--- src/rtl/periferico_fifo_if.sv ---
// Bus bundle between the CPU-side sender / peripheral consumer and periferico_fifo.
// The FIFO takes the slave view; whatever drives per_send and per_pop takes the master view.
interface periferico_fifo_if #(
   parameter int DATA_W = 4,
   parameter int DEPTH  = 8,
   parameter int CNT_W  = 8
);
   localparam int LVL_W = $clog2(DEPTH) + 1;

   logic              per_send;
   logic [DATA_W-1:0] per_dados_in;
   logic              per_ack;
   logic              per_pop;
   logic [DATA_W-1:0] per_dados_out;
   logic              per_empty;
   logic              per_full;
   logic [LVL_W-1:0]  per_level;
   logic              per_underflow;
   logic [CNT_W-1:0]  per_rx_count;

   modport slave (
      input  per_send, per_dados_in, per_pop,
      output per_ack, per_dados_out, per_empty, per_full,
             per_level, per_underflow, per_rx_count
   );

   modport master (
      output per_send, per_dados_in, per_pop,
      input  per_ack, per_dados_out, per_empty, per_full,
             per_level, per_underflow, per_rx_count
   );
endinterface

--- src/rtl/periferico_fifo.sv ---
// Receiver for the CPU->peripheral 4-phase send/ack handshake, buffering words in a
// DEPTH-entry first-word-fall-through FIFO so the sender is not stalled by a busy consumer.
module periferico_fifo #(
   parameter int DATA_W = 4,
   parameter int DEPTH  = 8,
   parameter int CNT_W  = 8
) (
   input  logic               per_clock,
   input  logic               per_reset,
   periferico_fifo_if.slave   bus
);
   localparam int PTR_W = $clog2(DEPTH);
   localparam int LVL_W = PTR_W + 1;

   typedef enum logic {S_IDLE, S_ACK} state_t;

   state_t            r_state;
   state_t            w_state_next;
   logic [DATA_W-1:0] r_mem [DEPTH];
   logic [PTR_W-1:0]  r_wr_ptr;
   logic [PTR_W-1:0]  r_rd_ptr;
   logic [LVL_W-1:0]  r_level;
   logic              r_underflow;
   logic [CNT_W-1:0]  r_rx_count;
   logic              w_full;
   logic              w_empty;
   logic              w_push;
   logic              w_pop;
   logic              w_ack;

   // Full is judged on the registered level, so a same-cycle pop never makes room for a push.
   assign w_full  = (r_level == LVL_W'(DEPTH));
   assign w_empty = (r_level == '0);
   assign w_pop   = bus.per_pop && !w_empty;

   always_comb begin
      w_state_next = r_state;
      w_push       = 1'b0;
      w_ack        = 1'b0;
      case (r_state)
         S_IDLE: begin
            if (bus.per_send && !w_full) begin
               w_push       = 1'b1;
               w_state_next = S_ACK;
            end
         end
         S_ACK: begin
            w_ack = 1'b1;
            if (!bus.per_send) begin
               w_state_next = S_IDLE;
            end
         end
         default: w_state_next = S_IDLE;
      endcase
   end

   always_ff @(posedge per_clock or posedge per_reset) begin
      if (per_reset) begin
         r_state <= S_IDLE;
      end else begin
         r_state <= w_state_next;
      end
   end

   always_ff @(posedge per_clock or posedge per_reset) begin
      if (per_reset) begin
         r_wr_ptr    <= '0;
         r_rd_ptr    <= '0;
         r_level     <= '0;
         r_underflow <= 1'b0;
         r_rx_count  <= '0;
      end else begin
         if (w_push) begin
            r_wr_ptr   <= r_wr_ptr + PTR_W'(1);
            r_rx_count <= r_rx_count + CNT_W'(1);
         end
         if (w_pop) begin
            r_rd_ptr <= r_rd_ptr + PTR_W'(1);
         end
         case ({w_push, w_pop})
            2'b10:   r_level <= r_level + LVL_W'(1);
            2'b01:   r_level <= r_level - LVL_W'(1);
            default: r_level <= r_level;
         endcase
         if (bus.per_pop && w_empty) begin
            r_underflow <= 1'b1;
         end
      end
   end

   // Storage has no reset: clearing the pointers and level already discards its contents.
   always_ff @(posedge per_clock) begin
      if (w_push) begin
         r_mem[r_wr_ptr] <= bus.per_dados_in;
      end
   end

   assign bus.per_ack       = w_ack;
   assign bus.per_dados_out = w_empty ? '0 : r_mem[r_rd_ptr];
   assign bus.per_empty     = w_empty;
   assign bus.per_full      = w_full;
   assign bus.per_level     = r_level;
   assign bus.per_underflow = r_underflow;
   assign bus.per_rx_count  = r_rx_count;
endmodule
--- src/flat_wrapper.sv ---
// flat-port wrapper written by rule: the top's interface ports become plain ports
module periferico_fifo_flat 
#(
   parameter int DATA_W = 4,
   parameter int DEPTH  = 8,
   parameter int CNT_W  = 8
)
  (per_clock, per_reset, bus_per_send, bus_per_dados_in, bus_per_pop, bus_per_ack, bus_per_dados_out, bus_per_empty, bus_per_full, bus_per_level, bus_per_underflow, bus_per_rx_count);
  periferico_fifo_if #(.DATA_W(DATA_W), .DEPTH(DEPTH), .CNT_W(CNT_W)) bus_i ();
  input  logic per_clock;
  input  logic per_reset;
  input wire logic [$bits(bus_i.per_send)-1:0] bus_per_send;
  input wire logic [$bits(bus_i.per_dados_in)-1:0] bus_per_dados_in;
  input wire logic [$bits(bus_i.per_pop)-1:0] bus_per_pop;
  output wire logic [$bits(bus_i.per_ack)-1:0] bus_per_ack;
  output wire logic [$bits(bus_i.per_dados_out)-1:0] bus_per_dados_out;
  output wire logic [$bits(bus_i.per_empty)-1:0] bus_per_empty;
  output wire logic [$bits(bus_i.per_full)-1:0] bus_per_full;
  output wire logic [$bits(bus_i.per_level)-1:0] bus_per_level;
  output wire logic [$bits(bus_i.per_underflow)-1:0] bus_per_underflow;
  output wire logic [$bits(bus_i.per_rx_count)-1:0] bus_per_rx_count;
  assign bus_i.per_send = bus_per_send;
  assign bus_i.per_dados_in = bus_per_dados_in;
  assign bus_i.per_pop = bus_per_pop;
  assign bus_per_ack = bus_i.per_ack;
  assign bus_per_dados_out = bus_i.per_dados_out;
  assign bus_per_empty = bus_i.per_empty;
  assign bus_per_full = bus_i.per_full;
  assign bus_per_level = bus_i.per_level;
  assign bus_per_underflow = bus_i.per_underflow;
  assign bus_per_rx_count = bus_i.per_rx_count;
  periferico_fifo #(.DATA_W(DATA_W), .DEPTH(DEPTH), .CNT_W(CNT_W)) u_core (.per_clock(per_clock), .per_reset(per_reset), .bus(bus_i));
endmodule
--- config.mk ---
export PLATFORM = sky130hd
export DESIGN_NAME = periferico_fifo_flat
export DESIGN_NICKNAME = d
export VERILOG_FILES = /design/src/rtl/periferico_fifo_if.sv /design/src/rtl/periferico_fifo.sv /design/src/flat_wrapper.sv
export SDC_FILE = /design/constraint.sdc
export NUM_CORES = 1
export LEC_CHECK = 0
export CORE_ASPECT_RATIO = 0.75
export CORE_UTILIZATION = 59
export CTS_CLUSTER_SIZE = 40
export DETAILED_ROUTE_END_ITERATION = 16
export PLACE_DENSITY = 0.93
export REMOVE_ABC_BUFFERS = 1
export SLEW_MARGIN = 15
export SYNTH_ARGS = -nofsm -noshare
export SYNTH_HDL_FRONTEND = slang
export SYNTH_SLANG_ARGS = --single-unit
--- constraint.sdc ---
create_clock -name per_clock -period 4.76 [get_ports per_clock]
set_clock_uncertainty 0.1 [all_clocks]
set_input_delay 0.952 -clock per_clock [delete_from_list [all_inputs] [get_ports per_clock]]
set_output_delay 0.952 -clock per_clock [all_outputs]
set_load 0.005 [all_outputs]
==> results.json, run 1 <==
{
  "maxCapViolCount": 0,
  "cts_tree": "yes",
  "max-vdd-ir-drop_mv": 0.330,
  "relSlewSlack_pct": 32.4,
  "ys_seq_area_share_pct": 64.9,
  "path_clk_slew_ns": 0.09,
  "ctsHoldBuffers": 0,
  "finalPower_mw": 1.50,
  "crit_slowest_cell": "dfrtp_1",
  "die_x_microns": 73.4,
  "drtIter0Drc": 70,
  "syn_to_final_growth_pct": 18.2,
  "synthArstFlopShare_pct": 38.5,
  "cts_buffers": 5,
  "crit_path_start_kind": "flop",
  "setup_viol": 0,
  "place.gp.congestion": 0.753,
  "core_area_sq_um": 3660,
  "slowest_delay_ns": 0.72,
  "min_period_ns": 3.33,
  "cts_sinks": 52,
  "rr_worst_depth": 10,
  "drcViolationCount": 0,
  "n_antenna_cell": 0,
  "synth_ff_type": "edfxtp_1",
  "post_dp_cell_area_sq_um": 2570,
  "cts.htree.levels": 2,
  "ys_ff_latch": 52,
  "dr.pass1.iters": 4,
  "die_area_sq_um": 4070,
  "drive_gt1_share_pct": 12.1,
  "synth_edf_count": 32,
  "crit_type": "reg -> out",
  "cts_setup_buffers": 0,
  "grt_pass1_vias": 1279,
  "port_buffers": 27,
  "place_hpwl_microns": 3000,
  "grt_pass1_wl_microns": 6610,
  "p_per_area_nw_per_um2": 563,
  "rsz0062_at_grt": "false",
  "grt_max_degree": 21,
  "r2r-end": "u_core.bus.per_level[2]$_DFFE_PP0P_",
  "post_drt_wl_per_cell_microns": 18.1,
  "synth-warning-count": 0,
  "final_antenna_net_count": 0,
  "cts_root_buf": "clkbuf_8",
  "nFillCells": 236,
  "crit_buf_inv": 1,
  "clock_latency_ns": 0.30,
  "fin_ws_ns": 1.43,
  "multi_input_area_sq_um": 762,
  "start_util_pct": 61.6,
  "synthCells": 142,
  "cp.arrival_ns": 2.28,
  "r2r_start": "u_core.bus.per_level[0]$_DFFE_PP0P_",
  "end_kind": "output pin",
  "syn_avg_cell_area_sq_um": 15.9,
  "fin_tns_setup_ns": 0,
  "fin_area_sq_um": 2660,
  "max_freq_mhz": 300,
  "antenna_found_initial": 0,
  "cts.path.max_buffers": 2,
  "grt-ovfl-total": 0,
  "synthTopCellsByArea": "edfxtp_1, dfrtp_1, mux4_2",
  "worst_slew_pin_slew_ns": 1.00,
  "finalWirelength_microns": 4070,
  "holdPathEnd": "u_core.bus.per_underflow$_DFFE_PP0P_",
  "cp.required_ns": 3.71,
  "path_cells": "mux4_2 -> mux2i_1 -> nor2_1 -> clkdlybuf4s50_1",
  "power.leakage_nw": 0.971,
  "hold_depth": 1,
  "worstHoldStart": "u_core.bus.per_underflow$_DFFE_PP0P_",
  "ios": 28,
  "post-route-period-util_pct": 70.0,
  "regArea_sq_um": 1460,
  "slew_viol_final": 0,
  "vias_per_cell": 5.84,
  "hold_class": "reg -> reg",
  "cts-resized-gates": 0,
  "r2r_slack_ns": 2.07,
  "num_rows": 19,
  "syn_area_sq_um": 2250,
  "synth_top_area_cell": "edfxtp_1",
  "place_ws_ns": 1.33,
  "grt_usage_pct": 22.8,
  "critPathMaxFanout": 10,
  "hold_violations": 0,
  "synth_cell_types": 33,
  "vias": 1313,
  "cp_top_family": "multiplexers",
  "final_core_util_pct": 72.7,
  "status": "complete, no violations",
  "die_height_microns": 55.5,
  "fin_nets": 186,
  "synth_top_area_share_pct": 42.6
}
==> metal layers <==
metal,vias up,global-route usage (%),share of wire [%],wire [microns]
met2,58,36.0,51,2060
li1,591,-,-,-
met1,655,32.6,42,1730
met5,-,0,0,0
met4,0,7.14,1.8,72
met3,9,4.56,5.2,212
==> worst max-delay path by stage <==
stage	from	to	slack, ns	cells past startpoint
after floorplan	bus_per_send	u_core.bus.per_level[2]$_DFFE_PP0P_	2.06	9
after global placement	bus_per_send	u_core.bus.per_level[2]$_DFFE_PP0P_	1.45	10
after detailed placement	bus_per_send	u_core.bus.per_level[2]$_DFFE_PP0P_	1.33	10
after CTS	u_core.r_rd_ptr[0]$_DFFE_PP0P_	bus_per_dados_out[3]	1.36	4
after global routing	u_core.r_rd_ptr[0]$_DFFE_PP0P_	bus_per_dados_out[3]	1.25	4
final	u_core.r_rd_ptr[0]$_DFFE_PP0P_	bus_per_dados_out[3]	1.43	4
==> where the power goes <==
group / internal (mW) / switching (mW) / total [mW]
sequential: 0.571 / 0.170 / 0.742
combinational: 0.322 / 0.181 / 0.503
clock: 0.119 / 0.134 / 0.253
==> synth_stat cells, types with 4 or more instances <==
| master | n |
|---|---|
| dfrtp_1 | 20 |
| edfxtp_1 | 32 |
| ha_1 | 6 |
| mux4_2 | 8 |
| xor2_1 | 6 |
| xnor2_1 | 10 |
| nor2b_1 | 4 |
| nand2_1 | 11 |
| mux2i_1 | 4 |
| nor2_1 | 6 |
| nand4_1 | 5 |
==> worst register-to-register path: stages (launching register included) <==
cell	delay, ns
dfrtp_1	0.57
nor4b_2	0.14
nor3b_4	0.44
inv_4	0.16
ha_1	0.29
xor2_1	0.16
ha_1	0.20
a21oi_1	0.15
xor2_1	0.16
nor2_1	0.06
xor2_1	0.14
==> flip-flops by register name, indices dropped and copies added, names as in the netlist <==
register	count
u_core.r_mem	32
u_core.r_rd_ptr	3
u_core.bus.per_rx_count	8
u_core.bus.per_level	4
u_core.r_wr_ptr	3
u_core.bus.per_underflow	1
u_core.r_state	1
==> kinds of logic (layout without fill, tap and decap cells) <==
| family | count (synthesis) | after routing | synth area share, % |
|---|---|---|---|
| AO/OA/AOI/OAI | 6 | 6 | 1.78 |
| XOR/XNOR | 16 | 16 | 6.22 |
| adder cells (fa/ha/maj) | 6 | 6 | 3.33 |
| buffers and inverters | 7 | 38 | 1.33 |
| flip-flops | 52 | 52 | 64.9 |
| multiplexers | 14 | 14 | 10.8 |
| AND/OR/NAND/NOR | 41 | 41 | 11.7 |
==> area by class of cell <==
type,count,area share [%]
sequential,52,54.9
multi-input combinational,83,28.6
timing repair buffer,27,10.2
clock buffer,8,3.38
tap,52,2.44
inverter,3,0.517
==> stage by stage <==
stage,std cells,hold slack (ns)
after floorplan,138,0.351
after global placement,217,0.339
after detailed placement,217,0.344
after CTS,225,0.364
after global routing,225,0.384
final,225,0.359
==> cells in the final DEF, fill, tap and decap left out, drive strengths merged <==
cell | synthesis | final
dfrtp | 20 | 20
nor3 | 3 | 3
a21oi | 2 | 2
a31oi | 1 | 1
mux2 | 2 | 2
nand3 | 1 | 1
nand2 | 11 | 11
o32ai | 1 | 1
nor2 | 6 | 6
mux2i | 4 | 4
xor2 | 6 | 6
clkbuf | 2 | 8
nor2b | 4 | 4
mux4 | 8 | 8
or3 | 1 | 1
ha | 6 | 6
nand4 | 5 | 5
inv | 3 | 3
nor4 | 2 | 2
edfxtp | 32 | 32
and3 | 2 | 2
nor4b | 3 | 3
a21o | 1 | 1
clkdlybuf4s50 | 0 | 27
nor3b | 3 | 3
a21boi | 1 | 1
xnor2 | 10 | 10
Note: power is estimated with default switching activity, not from simulation.
==> run 2: changes to the inputs <==
CORE_UTILIZATION = 49   (was 59)
PLACE_DENSITY = 0.84   (was 0.93)
clock period = 2.75 ns   (was 4.76 ns; I/O delays follow)
==> run 2 against run 1 <==
  * Largest power group unchanged
  * Sequential power is 67% higher
  * Critical endpoint unchanged
  * Global-route usage is 3.8 points lower
  * Worst setup slack got worse by 1.3 ns
  * Sequential share of layout area fell by 2.4 points
  * Die area grew 20%
  * Hold slack improved by 0.012 ns
  * Utilization is 6.9 points lower
  * Clock power rose by 98%
  * Critical path depth grew 1
==> results.json, run 2 (synthesis gave the netlist of run 1 again) <==
{
  "hold_class": "reg -> reg",
  "max_freq_mhz": 379,
  "crit_path_start_kind": "flop",
  "worst_slew_pin_slew_ns": 0.733,
  "cts_tree": "yes",
  "die_x_microns": 80.3,
  "status": "complete, no violations",
  "ios": 28,
  "vias": 1302,
  "max-vdd-ir-drop_mv": 0.674,
  "r2r_slack_ns": 0.22,
  "cts.path.max_buffers": 2,
  "setup_viol": 0,
  "fin_ws_ns": 0.113,
  "fin_area_sq_um": 2790,
  "post-route-period-util_pct": 95.9,
  "cts_root_buf": "clkbuf_8",
  "grt_pass1_wl_microns": 6470,
  "whs_ns": 0.371,
  "fin_tns_setup_ns": 0,
  "crit_type": "reg -> out",
  "place_ws_ns": 0.0645,
  "start_util_pct": 53.3,
  "die_area_sq_um": 4880,
  "nFillCells": 291,
  "port_buffers": 27,
  "layout_commonest_cell": "edfxtp_1",
  "dr.pass1.iters": 4,
  "post_drt_wl_per_cell_microns": 16.4,
  "clock_latency_ns": 0.30,
  "power.leakage_nw": 1.05,
  "largest_register_ffs": 32,
  "place_inst": 233,
  "fin_cells": 241,
  "drcViolationCount": 0,
  "place_hpwl_microns": 2870,
  "grt_pass1_vias": 1281,
  "finalPower_mw": 2.72,
  "grt-ovfl-total": 0,
  "relSlewSlack_pct": 51.1,
  "cp.required_ns": 2.10,
  "regMostFlops": "u_core.r_mem",
  "num_rows": 20,
  "post_dp_cell_area_sq_um": 2670,
  "maxCapViolCount": 0,
  "cp.arrival_ns": 1.99,
  "place.gp.congestion": 0.763,
  "crit_slowest_cell": "mux4_2",
  "drive_gt1_share_pct": 18.8,
  "grt_usage_pct": 19.1,
  "die_height_microns": 60.7,
  "cts.htree.levels": 2,
  "crit_buf_inv": 2,
  "cp_top_family": "multiplexers",
  "antenna_found_initial": 0,
  "syn_to_final_growth_pct": 23.6,
  "end_kind": "output pin",
  "path_clk_slew_ns": 0.09,
  "rsz0062_at_grt": "false",
  "final_antenna_net_count": 0,
  "cts_buffers": 5,
  "finalWirelength_microns": 3950,
  "cts_sinks": 52,
  "hold_violations": 0,
  "drtIter0Drc": 108,
  "vias_per_cell": 5.40,
  "final_cell_mix": "edfxtp_1, clkdlybuf4s50_1, dfrtp_1, buf_4, nand2_1",
  "min_period_ns": 2.64,
  "n_antenna_cell": 0,
  "critPathMaxFanout": 9,
  "slew_viol_final": 0,
  "p_per_area_nw_per_um2": 975,
  "grt_max_degree": 21,
  "core_area_sq_um": 4230,
  "final_core_util_pct": 65.9,
  "cts_setup_buffers": 0,
  "fin_nets": 199,
  "slowest_delay_ns": 0.52,
  "path_cells": "buf_6 -> mux4_2 -> mux2i_1 -> nor2_1 -> clkdlybuf4s50_1"
}
-- run 2: cell types whose count changed in the layout (fill, tap and decap cells not counted), sizes merged --
cell | previous run | this run
buf | 0 | 13
bufinv | 0 | 1
clkbuf | 8 | 6
clkinv | 0 | 1
-- run 2: layout make-up --
class / instances / area [sq um] / share of cell area [%]
Sequential cell: 52 / 1460 / 52.5
Multi-Input combinational cell: 83 / 762 / 27.4
Timing Repair Buffer: 40 / 372 / 13.3
Clock buffer: 6 / 72.6 / 2.61
Tap cell: 55 / 68.8 / 2.47
Clock inverter: 2 / 35.0 / 1.26
Inverter: 3 / 13.8 / 0.494
-- run 2: report_power, final --
part           internal [mW]  switching (mW)  leakage (nW)
clock                  0.270           0.231        0.0552
combinational          0.611           0.363         0.465
sequential             0.988           0.253         0.529
total                   1.87           0.847          1.05
-- run 2: final timing paths --
check | end | start | cells past startpoint
worst max-delay path | bus_per_dados_out[3] | u_core.r_rd_ptr[0]$_DFFE_PP0P_ | 5
worst max register to register | u_core.bus.per_level[2]$_DFFE_PP0P_ | u_core.bus.per_level[1]$_DFFE_PP0P_ | 10
max in group asynchronous | u_core.bus.per_level[3]$_DFFE_PP0P_ | per_reset | 2
worst min register to register | u_core.bus.per_rx_count[7]$_DFFE_PP0P_ | u_core.bus.per_rx_count[7]$_DFFE_PP0P_ | 1
worst min-delay path | u_core.bus.per_rx_count[7]$_DFFE_PP0P_ | u_core.bus.per_rx_count[7]$_DFFE_PP0P_ | 1
min in group asynchronous | u_core.r_state$_DFF_PP0_ | per_reset | 2
-- run 2: what timing repair did --
action / in CTS / in global routing
hold buffers: 0 / 0
setup endpoints to repair: 0 / 4
resized for setup: 0 / 1
-- run 2: routing by layer --
layer,up-vias,GRT usage [%],wire (microns)
met5,-,0,0
met4,0,8.42,78
met3,7,5.11,160
met2,26,29.1,1890
met1,648,26.4,1820
li1,621,-,-
==> run 3: changes to the inputs <==
CORE_UTILIZATION = 45   (was 49)
PLACE_DENSITY = 0.76   (was 0.84)
clock period = 3.2 ns   (was 2.75 ns; I/O delays follow)
==> run 3 against run 2 <==
  * Flip-flop and latch count did not move
  * Via count down 1.8%
  * Largest cell class unchanged
  * Sequential power decreased by 12%
  * Total power shrank 17%
  * Register-to-register slack better by 0.43 ns
  * Critical path type unchanged
  * Count of clock-buffer cells in the layout grew 2
  * Sequential share of layout area rose by 0.74 points
==> results.json, run 3 (synthesis gave the netlist of run 1 again) <==
{
  "cts-resized-gates": 0,
  "power.leakage_nw": 1.02,
  "fin_area_sq_um": 2750,
  "regMostFlops": "u_core.r_mem",
  "port_buffers": 27,
  "cp.required_ns": 2.46,
  "cts_buffers": 5,
  "cp.arrival_ns": 2.22,
  "fin_nets": 195,
  "crit_type": "reg -> out",
  "path_clk_slew_ns": 0.08,
  "hold_violations": 0,
  "largest_register_ffs": 32,
  "vias_per_cell": 5.35,
  "dr.pass1.iters": 4,
  "grt_max_degree": 21,
  "final_cell_mix": "edfxtp_1, clkdlybuf4s50_1, dfrtp_1, nand2_1, xnor2_1",
  "vias": 1278,
  "relSlewSlack_pct": 47.5,
  "layout_commonest_cell": "edfxtp_1",
  "antenna_found_initial": 0,
  "core_area_sq_um": 4620,
  "post-route-period-util_pct": 92.4,
  "fin_tns_setup_ns": 0,
  "grt_pass1_wl_microns": 6520,
  "cts_root_buf": "clkbuf_8",
  "drive_gt1_share_pct": 17.0,
  "grt_usage_pct": 16.5,
  "cts_setup_buffers": 0,
  "final_antenna_net_count": 0,
  "start_util_pct": 48.7,
  "place_hpwl_microns": 2780,
  "cts_tree": "yes",
  "num_rows": 21,
  "cts_sinks": 52,
  "ios": 28,
  "hold_class": "reg -> reg",
  "rsz0062_at_grt": "false",
  "min_period_ns": 2.96,
  "finalWirelength_microns": 3900,
  "ctsHoldBuffers": 0,
  "syn_to_final_growth_pct": 21.9,
  "cts.path.max_buffers": 2,
  "end_kind": "output pin",
  "status": "complete, no violations",
  "crit_path_start_kind": "flop",
  "p_per_area_nw_per_um2": 824,
  "clock_latency_ns": 0.30,
  "drcViolationCount": 0,
  "post_dp_cell_area_sq_um": 2650,
  "drtIter0Drc": 54,
  "post_drt_wl_per_cell_microns": 16.3,
  "worst_slew_pin_slew_ns": 0.787,
  "max_freq_mhz": 338,
  "setup_viol": 0,
  "die_area_sq_um": 5300,
  "critPathMaxFanout": 9,
  "die_x_microns": 83.7,
  "grt-ovfl-total": 0,
  "slew_viol_final": 0,
  "die_height_microns": 63.3,
  "max-vdd-ir-drop_mv": 0.449,
  "cts.htree.levels": 2,
  "maxCapViolCount": 0,
  "n_antenna_cell": 0,
  "place.gp.congestion": 0.755,
  "grt_pass1_vias": 1261
}
==> run 3: area by class of cell <==
| cell class | instances | area, sq um |
|---|---|---|
| clock buffers | 8 | 100 |
| fillers | 350 | 1880 |
| inverters | 3 | 13.8 |
| multi-input cells | 83 | 762 |
| flip-flops and latches | 52 | 1460 |
| well taps | 57 | 71.3 |
| repair buffers | 36 | 338 |
==> run 3: power breakdown <==
group | leakage (nW) | total, mW | switching, mW | internal (mW)
combinational | 0.444 | 0.777 | 0.274 | 0.503
clock | 0.0515 | 0.392 | 0.195 | 0.197
sequential | 0.529 | 1.09 | 0.244 | 0.849
==> run 3: worst paths after layout <==
kind / startpoint / end / slack [ns] / cells after the start
setup / recovery: u_core.r_rd_ptr[0]$_DFFE_PP0P_ / bus_per_dados_out[0] / 0.24 / 4
hold / removal: u_core.bus.per_underflow$_DFFE_PP0P_ / u_core.bus.per_underflow$_DFFE_PP0P_ / 0.37 / 1
setup reg to reg: u_core.bus.per_level[1]$_DFFE_PP0P_ / u_core.bus.per_level[2]$_DFFE_PP0P_ / 0.65 / 10
hold reg to reg: u_core.bus.per_underflow$_DFFE_PP0P_ / u_core.bus.per_underflow$_DFFE_PP0P_ / 0.37 / 1
max in group asynchronous: per_reset / u_core.r_wr_ptr[2]$_DFFE_PP0P_ / 1.83 / 2
min in group asynchronous: per_reset / u_core.r_state$_DFF_PP0_ / 0.68 / 2
==> run 3: critical path, stage by stage (launching register included) <==
cell and delay [ns]:
dfrtp_1 0.67, mux4_2 0.58, mux2i_1 0.15, nor2_1 0.06
clkdlybuf4s50_1 0.44
==> run 3: layer usage <==
metal / GRT usage (%) / vias to the layer above / part of all wire, %
met1: 22.7 / 643 / 46
met3: 4.85 / 4 / 3.4
met2: 25.6 / 23 / 49
met5: 0 / - / 0
li1: - / 608 / -
met4: 5.08 / 0 / 0.90
==> run 3: through the flow <==
stage	hold slack [ns]	util, %	setup WS, ns	instances	total power, mW
3_3_place_gp	0.337	57.2	0.441	231	1.85
2_1_floorplan	0.351	-	0.781	138	1.49
6_report	0.367	59.4	0.243	239	2.26
4_1_cts	0.377	59.4	0.175	239	2.29
5_1_grt	0.399	59.4	0.0618	239	2.42
3_5_place_dp	0.358	57.2	0.283	231	1.90
